$ cat src/rtl/mips_isa_pkg.sv
// Shared MIPS ISA constants, the encoder's op-kind enum and its FSM state type.
// The control decoder imports the same opcode/funct values.
package mips_isa_pkg;

    localparam logic [5:0] OPC_RTYPE = 6'b000000;
    localparam logic [5:0] OPC_ADDI  = 6'b001000;
    localparam logic [5:0] OPC_SLTI  = 6'b001010;
    localparam logic [5:0] OPC_ORI   = 6'b001101;
    localparam logic [5:0] OPC_LUI   = 6'b001111;
    localparam logic [5:0] OPC_LW    = 6'b100011;
    localparam logic [5:0] OPC_SW    = 6'b101011;
    localparam logic [5:0] OPC_BEQ   = 6'b000100;
    localparam logic [5:0] OPC_BNE   = 6'b000101;
    localparam logic [5:0] OPC_J     = 6'b000010;
    localparam logic [5:0] OPC_JAL   = 6'b000011;

    localparam logic [5:0] FN_ADD  = 6'b100000;
    localparam logic [5:0] FN_ADDU = 6'b100001;
    localparam logic [5:0] FN_SUB  = 6'b100010;
    localparam logic [5:0] FN_SUBU = 6'b100011;
    localparam logic [5:0] FN_AND  = 6'b100100;
    localparam logic [5:0] FN_OR   = 6'b100101;
    localparam logic [5:0] FN_SLT  = 6'b101010;
    localparam logic [5:0] FN_SLL  = 6'b000000;
    localparam logic [5:0] FN_SRL  = 6'b000010;
    localparam logic [5:0] FN_SRA  = 6'b000011;
    localparam logic [5:0] FN_JR   = 6'b001000;

    typedef enum logic [4:0] {
        OP_ADD, OP_ADDU, OP_SUB, OP_SUBU, OP_AND, OP_OR, OP_SLT,
        OP_SLL, OP_SRL, OP_SRA, OP_JR,
        OP_ADDI, OP_SLTI, OP_ORI, OP_LUI, OP_LW, OP_SW, OP_BEQ, OP_BNE,
        OP_J, OP_JAL
    } op_kind_e;

    typedef enum logic [1:0] {
        ST_IDLE,
        ST_RUN,
        ST_DRAIN
    } state_e;

    localparam int FIFO_DEPTH = 2;

    function automatic logic [31:0] pack_r(input logic [4:0] rs, input logic [4:0] rt,
                                           input logic [4:0] rd, input logic [4:0] shamt,
                                           input logic [5:0] funct);
        return {OPC_RTYPE, rs, rt, rd, shamt, funct};
    endfunction

    function automatic logic [31:0] pack_i(input logic [5:0] opc, input logic [4:0] rs,
                                           input logic [4:0] rt, input logic [15:0] imm);
        return {opc, rs, rt, imm};
    endfunction

endpackage

$ cat src/rtl/instr_pack.sv
// Combinational descriptor-to-instruction packer; fields a format does not use are zeroed.
module instr_pack
    import mips_isa_pkg::*;
(
    input  logic [4:0]  op,
    input  logic [4:0]  rs,
    input  logic [4:0]  rt,
    input  logic [4:0]  rd,
    input  logic [4:0]  shamt,
    input  logic [15:0] imm,
    input  logic [25:0] target,
    output logic [31:0] word,
    output logic        legal
);

    always_comb begin
        word  = 32'h0000_0000;
        legal = 1'b1;
        case (op)
            OP_ADD:  word = pack_r(rs, rt, rd, 5'd0, FN_ADD);
            OP_ADDU: word = pack_r(rs, rt, rd, 5'd0, FN_ADDU);
            OP_SUB:  word = pack_r(rs, rt, rd, 5'd0, FN_SUB);
            OP_SUBU: word = pack_r(rs, rt, rd, 5'd0, FN_SUBU);
            OP_AND:  word = pack_r(rs, rt, rd, 5'd0, FN_AND);
            OP_OR:   word = pack_r(rs, rt, rd, 5'd0, FN_OR);
            OP_SLT:  word = pack_r(rs, rt, rd, 5'd0, FN_SLT);
            OP_SLL:  word = pack_r(5'd0, rt, rd, shamt, FN_SLL);
            OP_SRL:  word = pack_r(5'd0, rt, rd, shamt, FN_SRL);
            OP_SRA:  word = pack_r(5'd0, rt, rd, shamt, FN_SRA);
            OP_JR:   word = pack_r(rs, 5'd0, 5'd0, 5'd0, FN_JR);
            OP_ADDI: word = pack_i(OPC_ADDI, rs, rt, imm);
            OP_SLTI: word = pack_i(OPC_SLTI, rs, rt, imm);
            OP_ORI:  word = pack_i(OPC_ORI, rs, rt, imm);
            OP_LUI:  word = pack_i(OPC_LUI, 5'd0, rt, imm);
            OP_LW:   word = pack_i(OPC_LW, rs, rt, imm);
            OP_SW:   word = pack_i(OPC_SW, rs, rt, imm);
            OP_BEQ:  word = pack_i(OPC_BEQ, rs, rt, imm);
            OP_BNE:  word = pack_i(OPC_BNE, rs, rt, imm);
            OP_J:    word = {OPC_J, target};
            OP_JAL:  word = {OPC_JAL, target};
            default: legal = 1'b0;
        endcase
    end

endmodule

$ cat src/rtl/instr_encoder.sv
// Streaming MIPS encoder: accepts descriptors, packs them and queues {word, addr}
// pairs in a 2-entry FIFO toward the instruction-memory write port.
module instr_encoder
    import mips_isa_pkg::*;
#(
    parameter int                 ADDR_W    = 32,
    parameter logic [ADDR_W-1:0]  BASE_ADDR = 32'h0000_3000
) (
    input  logic              clk,
    input  logic              rst_n,
    input  logic              start,
    input  logic              in_valid,
    output logic              in_ready,
    input  logic [4:0]        in_op,
    input  logic              in_last,
    input  logic [4:0]        in_rs,
    input  logic [4:0]        in_rt,
    input  logic [4:0]        in_rd,
    input  logic [4:0]        in_shamt,
    input  logic [15:0]       in_imm,
    input  logic [25:0]       in_target,
    output logic              out_valid,
    input  logic              out_ready,
    output logic [31:0]       out_word,
    output logic [ADDR_W-1:0] out_addr,
    output logic              done,
    output logic              illegal,
    output logic [15:0]       word_cnt
);

    state_e            state_q, state_d;
    logic [ADDR_W-1:0] addr_q, addr_d;
    logic [15:0]       word_cnt_q, word_cnt_d;
    logic              illegal_q, illegal_d;
    logic              wr_ptr_q, wr_ptr_d;
    logic              rd_ptr_q, rd_ptr_d;
    logic [1:0]        count_q, count_d;

    logic [31:0]       word_mem_q [FIFO_DEPTH];
    logic [ADDR_W-1:0] addr_mem_q [FIFO_DEPTH];

    logic [31:0] pack_word;
    logic        pack_legal;
    logic        accept;
    logic        push;
    logic        pop;

    instr_pack u_pack (
        .op     (in_op),
        .rs     (in_rs),
        .rt     (in_rt),
        .rd     (in_rd),
        .shamt  (in_shamt),
        .imm    (in_imm),
        .target (in_target),
        .word   (pack_word),
        .legal  (pack_legal)
    );

    // No bypass: a full FIFO blocks input even if the head pops this cycle.
    assign in_ready  = (state_q == ST_RUN) && (count_q != 2'd2);
    assign out_valid = (count_q != 2'd0);
    assign accept    = in_valid && in_ready;
    assign push      = accept && pack_legal;
    assign pop       = out_valid && out_ready;

    assign out_word  = word_mem_q[rd_ptr_q];
    assign out_addr  = addr_mem_q[rd_ptr_q];
    assign done      = (state_q == ST_DRAIN) && (count_q == 2'd0);
    assign illegal   = illegal_q;
    assign word_cnt  = word_cnt_q;

    always_comb begin
        state_d    = state_q;
        addr_d     = addr_q;
        word_cnt_d = word_cnt_q;
        illegal_d  = illegal_q;
        wr_ptr_d   = wr_ptr_q;
        rd_ptr_d   = rd_ptr_q;
        count_d    = count_q;

        if (push) begin
            wr_ptr_d = ~wr_ptr_q;
            addr_d   = addr_q + ADDR_W'(4);
        end
        if (pop) begin
            rd_ptr_d = ~rd_ptr_q;
            if (word_cnt_q != 16'hFFFF) begin
                word_cnt_d = word_cnt_q + 16'd1;
            end
        end
        case ({push, pop})
            2'b10:   count_d = count_q + 2'd1;
            2'b01:   count_d = count_q - 2'd1;
            default: count_d = count_q;
        endcase

        case (state_q)
            ST_IDLE: begin
                if (start) begin
                    state_d    = ST_RUN;
                    addr_d     = BASE_ADDR;
                    word_cnt_d = 16'd0;
                    illegal_d  = 1'b0;
                end
            end
            ST_RUN: begin
                if (accept && !pack_legal) begin
                    illegal_d = 1'b1;
                end
                if (accept && in_last) begin
                    state_d = ST_DRAIN;
                end
            end
            ST_DRAIN: begin
                if (count_q == 2'd0) begin
                    state_d = ST_IDLE;
                end
            end
            default: state_d = ST_IDLE;
        endcase
    end

    always_ff @(posedge clk or negedge rst_n) begin
        if (!rst_n) begin
            state_q    <= ST_IDLE;
            addr_q     <= BASE_ADDR;
            word_cnt_q <= 16'd0;
            illegal_q  <= 1'b0;
            wr_ptr_q   <= 1'b0;
            rd_ptr_q   <= 1'b0;
            count_q    <= 2'd0;
        end else begin
            state_q    <= state_d;
            addr_q     <= addr_d;
            word_cnt_q <= word_cnt_d;
            illegal_q  <= illegal_d;
            wr_ptr_q   <= wr_ptr_d;
            rd_ptr_q   <= rd_ptr_d;
            count_q    <= count_d;
        end
    end

    // Entries reset to {0, BASE_ADDR} so the idle head shows the reset output values.
    for (genvar gi = 0; gi < FIFO_DEPTH; gi++) begin : g_fifo
        always_ff @(posedge clk or negedge rst_n) begin
            if (!rst_n) begin
                word_mem_q[gi] <= 32'h0000_0000;
                addr_mem_q[gi] <= BASE_ADDR;
            end else if (push && (wr_ptr_q == 1'(gi))) begin
                word_mem_q[gi] <= pack_word;
                addr_mem_q[gi] <= addr_q;
            end
        end
    end

endmodule

$ cat config.mk
export PLATFORM = sky130hd
export DESIGN_NAME = instr_encoder
export DESIGN_NICKNAME = d
export VERILOG_FILES = /design/src/rtl/mips_isa_pkg.sv /design/src/rtl/instr_pack.sv /design/src/rtl/instr_encoder.sv
export SDC_FILE = /design/constraint.sdc
export NUM_CORES = 1
export LEC_CHECK = 0
export BUFFER_PORTS_ARGS = -buffer_cell sky130_fd_sc_hd__buf_2
export CAP_MARGIN = 40
export CORE_AREA = 2 2 124 126
export CTS_CLUSTER_DIAMETER = 200
export DETAILED_ROUTE_END_ITERATION = 12
export DIE_AREA = 0 0 126 128
export PLACE_DENSITY = 0.84
export SYNTH_ARGS = -nofsm -noshare
export SYNTH_HDL_FRONTEND = slang
export SYNTH_SLANG_ARGS = --single-unit
$ cat constraint.sdc
create_clock -name clk -period 6.4 [get_ports clk]
set_input_delay 0.64 -clock clk [delete_from_list [all_inputs] [get_ports clk]]
set_output_delay 0.64 -clock clk [all_outputs]
set_load 0.02 [all_outputs]
==> results.md, run 1 <==
* Vias in the first global route at 6,452
* DRT iter0 DRCs at 446
* Drt drc at 0
* Tightest Hold Check Type: input port to asynchronous set/reset pin
* Routed wire length per instance at 17.5 um
* Routed Antenna Nets at 0
* CTS sink count at 175
* Slew HR at 0.409
* Fin area at 10,300 um2
* Worst VDD drop at 232 uV
* Die height at 128 um
* Post-layout minimum cycle time at 3.29 ns
* Routed wire length at 19,300 um
* Die footprint at 16,100 um2
* Top post-synthesis cells by count: dfrtp_1 (169), mux2_1 (97), mux2_2 (72)
* Initial Utilization at 0.593
* Period utilization at 0.514
* Vias/cell at 5.92
* Placed cell area at 9700 um2
* Worst hold slack at 0.0770 ns
* Final number of setup-violating endpoints at 0
* Share of the synthesized area in the top cell type at 0.480
* Postcts setup bufs at 0
* CTS buffer count at 17
* Routed via count at 6,539
* Critical-path maximum fanout at 43
* Input/output buffers at 153
* Final core occ at 0.696
* Skew-Pair Late Insertion Delay at 0.43 ns
* Tot GR Track Use at 0.245
* Leak pwr at 5.12 nW
* Global placer's final weighted congestion at 0.846
* Sequential share of the synthesized area at 0.498
* Top-count cell post-synth: dfrtp_1
* H-tree Lvls at 4
* Number of core rows at 45
* Synth cell types at 69
* Place WS at 2.94 ns
* CP required at 6.71 ns
* Crit path kind: flop to flop
* Post-CTS sizing at 0
* CP arrival at 3.60 ns
* # diodes at 0
* Area leader, netlist: dfrtp_1
* Share of layout cells above drive strength 1 at 0.311
* CTS tree: yes
* R2R cell count at 5
* Average size of a mapped cell at 11.5 um2
* CTS clk-pin slew, worst paths at 0.06 ns
* Crit start category: flop
* Mapped Cells at 769
* Non-filler instance count after layout at 1,104
* Layout Nets at 980
* HPWL Detailed at 13,000 um
* Die X at 126 um
* Post-CTS Hold Buffers at 0
* Initial antenna violation count at 0
* Peak Freq at 0.304 GHz
* I/O pin count at 157
* Post-route setup TNS at 0 ns
* Synth top area cells: dfrtp_1 (48%), mux2_1 (12%), mux2_2 (9.2%)
* Endpoint class of the critical path: flop
* Post-route total power at 3.87 mW
* Largest net degree at the start of global routing at 76
* Fin worst setup slack at 3.11 ns
* Grt total ovfl at 0
* Worst Tran Pin Value at 0.883 ns
* Async S/R FF share, synth at 1.00
* Synth-to-layout area growth at 17.3%
* Placeable Area at 14,900 um2
* Synth Warn # at 0
* Post-synth top flop: dfrtp_1
* Skew final at 0.00877 ns
* Final Max Tran Viols at 0
* Placed cell count at 1,073
* Post-Syn Area at 8810 um2
* Drt pass-1 iters at 5
* Final hold viol count at 0
* Global-route wire length before repair at 31,800 um
* Max-Cap Viols at 0
* PD cells at 375 nW/um2
* Max clock buf depth at 2
* Status: finished, final reports clean
* EDFF count, synth at 0
* Register bit total from synthesis at 175
* RSZ-0062 raised after global routing: false
* Clock root cell: clkbuf_16
logic make-up (layout without fill, tap and decap cells):
kind of cell,Yosys count,after routing,share of synthesized area
AND/OR/NAND/NOR,213,213,0.133
flip-flops,175,175,0.498
multiplexers,170,170,0.217
AO/OA/AOI/OAI,121,121,0.0893
buffers and inverters,61,206,0.0332
XOR/XNOR,25,25,0.0248
adder cells (fa/ha/maj),3,3,0.00426
other,1,3,0.000425
power by group:
group          total, mW  switching (mW)  internal [mW]
registers           1.53           0.174           1.35
logic               1.22           0.692          0.524
clock network       1.13           0.417          0.713
final cells by class:
type | instances | area (um2)
sequential | 175 | 4390
fill | 1084 | 4520
inverter | 13 | 48.8
clock inverter | 9 | 181
tap | 188 | 235
timing repair buffer | 162 | 880
clock buffer | 22 | 464
multi-input combinational | 535 | 4140
final timing paths:
| kind | startpoint | end | slack (ns) |
|---|---|---|---|
| min | rst_n | word_mem_q[11]$_DFFE_PN0P_ | 0.08 |
| min in group clk | addr_mem_q[51]$_DFFE_PN0P_ | addr_mem_q[51]$_DFFE_PN0P_ | 0.48 |
| max in group asynchronous | rst_n | addr_mem_q[61]$_DFFE_PN0P_ | 5.00 |
| max reg2reg | count_q[1]$_DFFE_PN0P_ | word_mem_q[55]$_DFFE_PN0P_ | 3.11 |
| max | count_q[1]$_DFFE_PN0P_ | word_mem_q[55]$_DFFE_PN0P_ | 3.11 |
| min reg2reg | addr_mem_q[51]$_DFFE_PN0P_ | addr_mem_q[51]$_DFFE_PN0P_ | 0.48 |
worst max-delay path: stages, from the launching register on:
cell	delay, ns
dfrtp_1	0.43
nor2b_1	0.18
nor3b_2	0.75
and3b_2	0.83
buf_4	0.57
mux2_2	0.40
metal layers:
layer | up-vias | wire length [um] | global-route usage
li1 | 3060 | - | -
met1 | 3256 | 8560 | 0.327
met2 | 195 | 9520 | 0.406
met3 | 28 | 889 | 0.0467
met4 | 0 | 318 | 0.0834
met5 | - | 0 | 0
flip-flops by register name (all words and copies together) (netlist names), 2 cells and up:
| name | cells |
|---|---|
| word_mem_q | 62 |
| addr_q | 30 |
| word_cnt | 16 |
| count_q | 2 |
| state_q | 2 |
| addr_mem_q | 60 |
cells in the final DEF, fill, tap and decap left out, types with 4 or more instances in the layout:
cell,instances
clkbuf_16,17
or3_1,16
bufinv_16,5
xnor2_1,15
nand2b_1,5
dfstp_2,6
nand2_1,54
mux2_1,97
nand3_1,14
buf_2,152
inv_1,13
mux2_2,72
nor3b_1,4
o21ai_0,23
dfrtp_1,168
nor2b_1,4
nand4_1,14
xor2_1,10
a22oi_1,11
a21oi_1,32
buf_4,7
nor2_1,48
a22o_1,12
and3_1,9
a31oi_1,14
nor3_1,11
(Power assumes the default switching activity.)
==> run 2, diff against run 1 <==
--- a/config.mk
+++ b/config.mk
@@ -5,13 +5,14 @@
 export SDC_FILE = /design/constraint.sdc
 export NUM_CORES = 1
 export LEC_CHECK = 0
+export ABC_AREA = 1
 export BUFFER_PORTS_ARGS = -buffer_cell sky130_fd_sc_hd__buf_2
 export CAP_MARGIN = 40
-export CORE_AREA = 2 2 124 126
+export CORE_AREA = 2 2 146 148
 export CTS_CLUSTER_DIAMETER = 200
 export DETAILED_ROUTE_END_ITERATION = 12
-export DIE_AREA = 0 0 126 128
-export PLACE_DENSITY = 0.84
+export DIE_AREA = 0 0 148 150
+export PLACE_DENSITY = 0.77
 export SYNTH_ARGS = -nofsm -noshare
 export SYNTH_HDL_FRONTEND = slang
 export SYNTH_SLANG_ARGS = --single-unit
==> constraint.sdc (replaced) <==
create_clock -name clk -period 3 [get_ports clk]
set_input_delay 0.3 -clock clk [delete_from_list [all_inputs] [get_ports clk]]
set_output_delay 0.3 -clock clk [all_outputs]
set_load 0.02 [all_outputs]
==> run 2 against run 1 <==
Area after synthesis grew 21%. Power rose by 130%. Utilization is 11 points lower. Die area up 38%. First-iteration DRC count up 93%. Largest power group unchanged.
==> results.md, run 2 <==
* Status: finished, final reports clean (unchanged)
* Routed wire length at 27,900 um (was 19,300 um)
* Crit path kind: flop to primary output (was flop to flop)
* Max clock buf depth at 2 (unchanged)
* HPWL Detailed at 19,000 um (was 13,000 um)
* Sequential share of the synthesized area at 0.410 (was 0.498)
* Endpoint class of the critical path: primary output (was flop)
* CTS sink count at 175 (unchanged)
* Postcts setup bufs at 0 (unchanged)
* I/O pin count at 157 (unchanged)
* Post-route setup TNS at 0 ns (unchanged)
* Critical-path maximum fanout at 67 (was 43)
* Routed wire length per instance at 13.9 um (was 17.5 um)
* CTS clk-pin slew, worst paths at 0.07 ns (was 0.06 ns)
* Average size of a mapped cell at 6.59 um2 (was 11.5 um2)
* EDFF count, synth at 0 (unchanged)
* Initial antenna violation count at 1 (was 0)
* Share of layout cells above drive strength 1 at 0.140 (was 0.311)
* Slew HR at 0.501 (was 0.409)
* Top-count cell post-synth: nand2_1 (was dfrtp_1)
* Place WS at 0.574 ns (was 2.94 ns)
* Commonest non-fill, non-tap cell in the layout: nand2_1 (was dfrtp_1)
* Worst hold endpoint: word_cnt[5]$_DFF_PN0_
* Peak Freq at 0.445 GHz
* Min-delay src: start
* Commonest non-fill, non-tap cells in the layout: nand2_1 (686), dfrtp_1 (168), nor2_1 (158), buf_2 (152), inv_1 (101) (was dfrtp_1 (168), buf_2 (152), mux2_1 (97), mux2_2 (72), nand2_1 (54))
* Vias/cell at 5.34 (was 5.92)
* Fin area at 12,200 um2 (was 10,300 um2)
* Mapped Cells at 1,623 (was 769)
* Post-synth top flop: dfrtp_1 (unchanged)
* Post-route total power at 8.77 mW (was 3.87 mW)
* Synth-to-layout area growth at 14.1% (was 17.3%)
* Register bit total from synthesis at 175 (unchanged)
* Leak pwr at 6.51 nW (was 5.12 nW)
* Fin worst setup slack at 0.752 ns (was 3.11 ns)
* Tot GR Track Use at 0.258 (was 0.245)
* Max-Cap Viols at 0 (unchanged)
* DRT iter0 DRCs at 861 (was 446)
* Placeable Area at 20,700 um2 (was 14,900 um2)
* Routed Antenna Nets at 0 (unchanged)
* Grt total ovfl at 0 (unchanged)
* Non-filler instance count after layout at 2,014 (was 1,104)
* Synth cell types at 35 (was 69)
* Worst hold slack at 0.0648 ns (was 0.0770 ns)
* Global-route wire length before repair at 47,100 um (was 31,800 um)
* Layout Nets at 1,802 (was 980)
* Final Max Tran Viols at 0 (unchanged)
* Tightest Hold Check Type: input port to flop (was input port to asynchronous set/reset pin)
* Synth Warn # at 0 (unchanged)
* Input/output buffers at 153 (unchanged)
* RR Endpoint: addr_mem_q[19]$_DFFE_PN0P_ (was word_mem_q[55]$_DFFE_PN0P_)
* CTS tree: yes (unchanged)
* Fillers at 2,026 (was 1,084)
* Clock root cell: clkbuf_16 (unchanged)
* Initial Utilization at 0.517 (was 0.593)
* R2R cell count at 9 (was 5)
* Die footprint at 22,200 um2 (was 16,100 um2)
* Async S/R FF share, synth at 1.00 (unchanged)
* Drt drc at 0 (unchanged)
* Skew final at 0.0118 ns (was 0.00877 ns)
* Final core occ at 0.590 (was 0.696)
* Worst Tran Pin Value at 0.748 ns (was 0.883 ns)
* FF-to-FF Start: count_q[0]$_DFFE_PN0P_ (was count_q[1]$_DFFE_PN0P_)
* Die height at 150 um (was 128 um)
* Synth top area cells: dfrtp_1 (40%), nand2_1 (24%), nand4_1 (5.7%) (was dfrtp_1 (48%), mux2_1 (12%), mux2_2 (9.2%))
* Area leader, netlist: dfrtp_1 (unchanged)
* Placed cell area at 11,600 um2 (was 9700 um2)
* Final hold viol count at 0 (unchanged)
* Number of core rows at 53 (was 45)
* Share of the synthesized area in the top cell type at 0.395 (was 0.480)
* Hold depth at 2
* Crit start category: flop (unchanged)
* Post-Syn Area at 10,700 um2 (was 8810 um2)
* # diodes at 0 (unchanged)
* Routed via count at 10,748 (was 6,539)
* Worst VDD drop at 534 uV (was 232 uV)
* Global placer's final weighted congestion at 0.916 (was 0.846)
* Period utilization at 0.749
* Placed cell count at 1,981 (was 1,073)
* CP required at 2.70 ns (was 6.71 ns)
* Drt pass-1 iters at 5 (unchanged)
* Post-CTS Hold Buffers at 1 (was 0)
* Post-layout minimum cycle time at 2.25 ns
* Post-CTS sizing at 0 (unchanged)
* Final number of setup-violating endpoints at 0 (unchanged)
* CP arrival at 1.95 ns (was 3.60 ns)
* Die X at 148 um (was 126 um)
* Top post-synthesis cells by count: nand2_1 (687), dfrtp_1 (169), nor2_1 (159) (was dfrtp_1 (169), mux2_1 (97), mux2_2 (72))
* PD cells at 718 nW/um2 (was 375 nW/um2)
* RSZ-0062 raised after global routing: false (unchanged)
* Vias in the first global route at 9,747 (was 6,452)
* CTS buffer count at 17 (unchanged)
* R2R Setup Slk at 0.77 ns (was 3.11 ns)
* H-tree Lvls at 4 (unchanged)
* Largest net degree at the start of global routing at 72 (was 76)
* Skew-Pair Late Insertion Delay at 0.44 ns (was 0.43 ns)
* Max reg flops at 62 (unchanged)
* Biggest register: word_mem_q (unchanged)
* Biggest regs: word_mem_q x62, addr_mem_q x60, addr_q x30 (unchanged)
[run 2: cells by family (layout without fill, tap and decap cells)]
| group | after synthesis | after routing | share of synthesized area |
|---|---|---|---|
| AND/OR/NAND/NOR | 1077 | 1077 | 0.423 |
| buffers and inverters | 205 | 319 | 0.0807 |
| flip-flops | 175 | 175 | 0.410 |
| AO/OA/AOI/OAI | 150 | 150 | 0.0731 |
| XOR/XNOR | 12 | 12 | 0.00982 |
| adder cells (fa/ha/maj) | 3 | 3 | 0.00351 |
| other | 1 | 3 | 0.000350 |
[run 2: worst max path at each step]
stage / slack (ns) / to / startpoint
5_1_grt: 0.58 / addr_mem_q[21]$_DFFE_PN0P_ / count_q[0]$_DFFE_PN0P_
2_1_floorplan: 1.0 / count_q[1]$_DFFE_PN0P_ / in_op[0]
4_1_cts: 0.74 / out_word[27] / rd_ptr_q$_DFFE_PN0P_
3_5_place_dp: 0.57 / word_mem_q[15]$_DFFE_PN0P_ / in_op[4]
6_report: 0.75 / out_word[27] / rd_ptr_q$_DFFE_PN0P_
3_3_place_gp: 0.61 / word_mem_q[15]$_DFFE_PN0P_ / in_op[4]
[run 2: layout make-up]
class | instances | area, um2 | share of cell area
inverters | 107 | 402 | 0.0329
repair buffers | 180 | 1030 | 0.0848
clock buffers | 17 | 425 | 0.0348
clock inverters | 15 | 148 | 0.0121
well taps | 275 | 344 | 0.0282
flip-flops and latches | 175 | 4390 | 0.359
multi-input cells | 1245 | 5470 | 0.448
[run 2: report_power, final]
group	switching, mW	internal (mW)	total (mW)
sequential	0.379	3.01	3.39
combinational	2.24	0.989	3.23
clock	1.05	1.10	2.15
total	3.66	5.10	8.77
[run 2: worst max-delay path: stages, from the launching register on]
cell,delay [ns]
dfrtp_2,0.38
buf_4,0.60
o21ai_0,0.29
buf_2,0.22
[run 2: per-layer routing]
layer / track usage / vias to the layer above / routed length, um
met2: 0.412 / 308 / 12800
li1: - / 5398 / -
met5: 0 / - / 0
met1: 0.368 / 5005 / 13200
met3: 0.0329 / 37 / 1430
met4: 0.0786 / 0 / 488
==> run 3, diff against run 2 <==
==> constraint.sdc (replaced) <==
create_clock -name clk -period 2 [get_ports clk]
set_input_delay 0.2 -clock clk [delete_from_list [all_inputs] [get_ports clk]]
set_output_delay 0.2 -clock clk [all_outputs]
set_load 0.02 [all_outputs]
==> run 3 against run 2 <==
Via count rose by 1.9%. Combinational power is 56% higher. Non-clock buffer count grew 25. Clock power increased by 50%. Critical endpoint is now out_word[31]. Sequential cell count stayed put. Largest cell class unchanged. Sequential power is 51% higher. Clock skew up 0.0013 ns.
==> results.md, run 3 (synthesis results as in run 2) <==
* Die height at 150 um (unchanged)
* Tightest Hold Check Type: input port to flop (unchanged)
* Reg power frac at 0.382 (was 0.387)
* Post-layout minimum cycle time at 1.92 ns
* Final Max Tran Viols at 0 (unchanged)
* Fin worst setup slack at 0.0783 ns (was 0.752 ns)
* CP arrival at 1.72 ns (was 1.95 ns)
* Crit start category: flop (unchanged)
* RR Endpoint: addr_q[18]$_DFF_PN0_ (was addr_mem_q[19]$_DFFE_PN0P_)
* CTS tree: yes (unchanged)
* Global placer's final weighted congestion at 0.925 (was 0.916)
* Number of core rows at 53 (unchanged)
* Placeable Area at 20,700 um2 (unchanged)
* Final hold viol count at 0 (unchanged)
* Drt pass-1 iters at 8 (was 5)
* Critical-path maximum fanout at 13 (was 67)
* Placed cell count at 2,002 (was 1,981)
* Drt drc at 0 (unchanged)
* Grt total ovfl at 0 (unchanged)
* Max reg flops at 62 (unchanged)
* Critical Path Start: rd_ptr_q$_DFFE_PN0P_ (unchanged)
* HPWL Detailed at 19,600 um (was 19,000 um)
* I/O pin count at 157 (unchanged)
* Global-route wire length before repair at 47,700 um (was 47,100 um)
* Initial antenna violation count at 0 (was 1)
* CTS clk-pin slew, worst paths at 0.07 ns (about the same)
* Die X at 148 um (unchanged)
* Max clock buf depth at 2 (unchanged)
* Skew-Pair Late Insertion Delay at 0.44 ns (about the same)
* Slew HR at 0.656 (was 0.501)
* Routed via count at 10,951 (was 10,748)
* Skew final at 0.0131 ns (was 0.0118 ns)
* Switching pwr at 5.41 mW (was 3.66 mW)
* Routed wire length per instance at 14.0 um (was 13.9 um)
* Worst Tran Pin Value at 0.515 ns (was 0.748 ns)
* Vias/cell at 5.37 (was 5.34)
* Non-filler instance count after layout at 2,039 (was 2,014)
* # diodes at 0 (unchanged)
* Initial Utilization at 0.517 (unchanged)
* Final number of setup-violating endpoints at 0 (unchanged)
* FF-to-FF Start: state_q[1]$_DFFE_PN0P_ (was count_q[0]$_DFFE_PN0P_)
* Internal power at 7.96 mW (was 5.10 mW)
* Largest net degree at the start of global routing at 66 (was 72)
* Commonest non-fill, non-tap cell in the layout: nand2_1 (unchanged)
* Endpoint class of the critical path: primary output (unchanged)
* Status: finished, final reports clean (unchanged)
* R2R Setup Slk at 0.14 ns (was 0.77 ns)
* PD cells at 1070 nW/um2 (was 718 nW/um2)
* Comb power frac at 0.377 (was 0.368)
* CP Capture Point: out_word[31] (was out_word[27])
* Leak pwr at 6.66 nW (was 6.51 nW)
* Routed wire length at 28,600 um (was 27,900 um)
* H-tree Lvls at 4 (unchanged)
* Share of layout cells above drive strength 1 at 0.152 (was 0.140)
* Biggest regs: word_mem_q x62, addr_mem_q x60, addr_q x30 (unchanged)
* Switching Fraction at 0.405 (was 0.418)
* CP required at 1.80 ns (was 2.70 ns)
* Place WS at 0.0740 ns (was 0.574 ns)
* Worst VDD drop at 770 uV (was 534 uV)
* DRT iter0 DRCs at 903 (was 861)
* Layout Nets at 1,827 (was 1,802)
* Clock share of power at 0.241 (was 0.245)
* Vias in the first global route at 9,995 (was 9,747)
* Post-route setup TNS at 0 ns (unchanged)
* R2R cell count at 9 (unchanged)
* Clock root cell: clkbuf_16 (unchanged)
* Tot GR Track Use at 0.261 (was 0.258)
* CTS buffer count at 17 (unchanged)
* Biggest register: word_mem_q (unchanged)
* Crit path kind: flop to primary output (unchanged)
* CTS sink count at 175 (unchanged)
* Period utilization at 0.961
* Worst hold slack at 0.0414 ns (was 0.0648 ns)
* Synth-to-layout area growth at 16.5% (was 14.1%)
* Routed Antenna Nets at 0 (unchanged)
* Max-Cap Viols at 0 (unchanged)
* Die footprint at 22,200 um2 (unchanged)
* Input/output buffers at 153 (unchanged)
* Commonest non-fill, non-tap cells in the layout: nand2_1 (686), dfrtp_1 (168), nor2_1 (158), buf_2 (152), inv_1 (101) (unchanged)
* Peak Freq at 0.520 GHz
## run 3: worst min path at each step
stage | startpoint | endpoint | slack (ns) | depth (start not counted)
finish | in_last | state_q[1]$_DFFE_PN0P_ | 0.04 | 3
global route | in_last | state_q[1]$_DFFE_PN0P_ | 0.07 | 3
CTS | in_last | state_q[0]$_DFFE_PN0P_ | 0.04 | 4
detailed placement | rst_n | addr_q[20]$_DFF_PN0_ | 0.19 | 1
global placement | rst_n | addr_q[20]$_DFF_PN0_ | 0.19 | 1
floorplan | rst_n | addr_mem_q[10]$_DFFE_PN0P_ | -0.1 | 0
## run 3: through the flow
stage / util / power (mW) / instance area, um2
finish: 0.603 / 13.4 / 12500
global route: 0.603 / 14.2 / 12500
CTS: 0.601 / 13.4 / 12400
detailed placement: 0.572 / 10.2 / 11800
global placement: 0.572 / 10.1 / 11800
floorplan: - / 8.33 / 10700
## run 3: power groups by stage
stage	clock, mW	combinational (mW)	sequential [mW]
floorplan	0	3.27	5.07
global placement	0	4.93	5.12
detailed placement	0	5.01	5.16
CTS	3.26	5.04	5.10
global route	3.38	5.64	5.23
finish	3.23	5.04	5.11
## run 3: critical path, cell delays in order, from the launching register on
cell and delay (ns):
dfrtp_2 0.51, buf_4 0.23, o21ai_0 0.31, buf_2 0.23
## run 3: final cells by class
| cell class | instances | area [um2] |
|---|---|---|
| Fill cell | 1996 | 8220 |
| Clock inverter | 11 | 109 |
| Tap cell | 275 | 344 |
| Clock buffer | 21 | 460 |
| Sequential cell | 175 | 4390 |
| Timing Repair Buffer | 205 | 1280 |
| Inverter | 107 | 402 |
| Multi-Input combinational cell | 1245 | 5480 |
## run 3: timing repair
item                       in CTS  in global routing
hold buffers                    2                  0
setup endpoints to repair       0                 18
resized for setup               0                  7
hold endpoints to repair       46                  0
setup buffers                   0                  3
## run 3: per-layer routing
metal	GRT usage	up-vias	wire length, um
li1	-	5453	-
met1	0.372	5072	13300
met2	0.415	374	13100
met3	0.0363	52	1610
met4	0.0819	0	580
met5	0	-	0
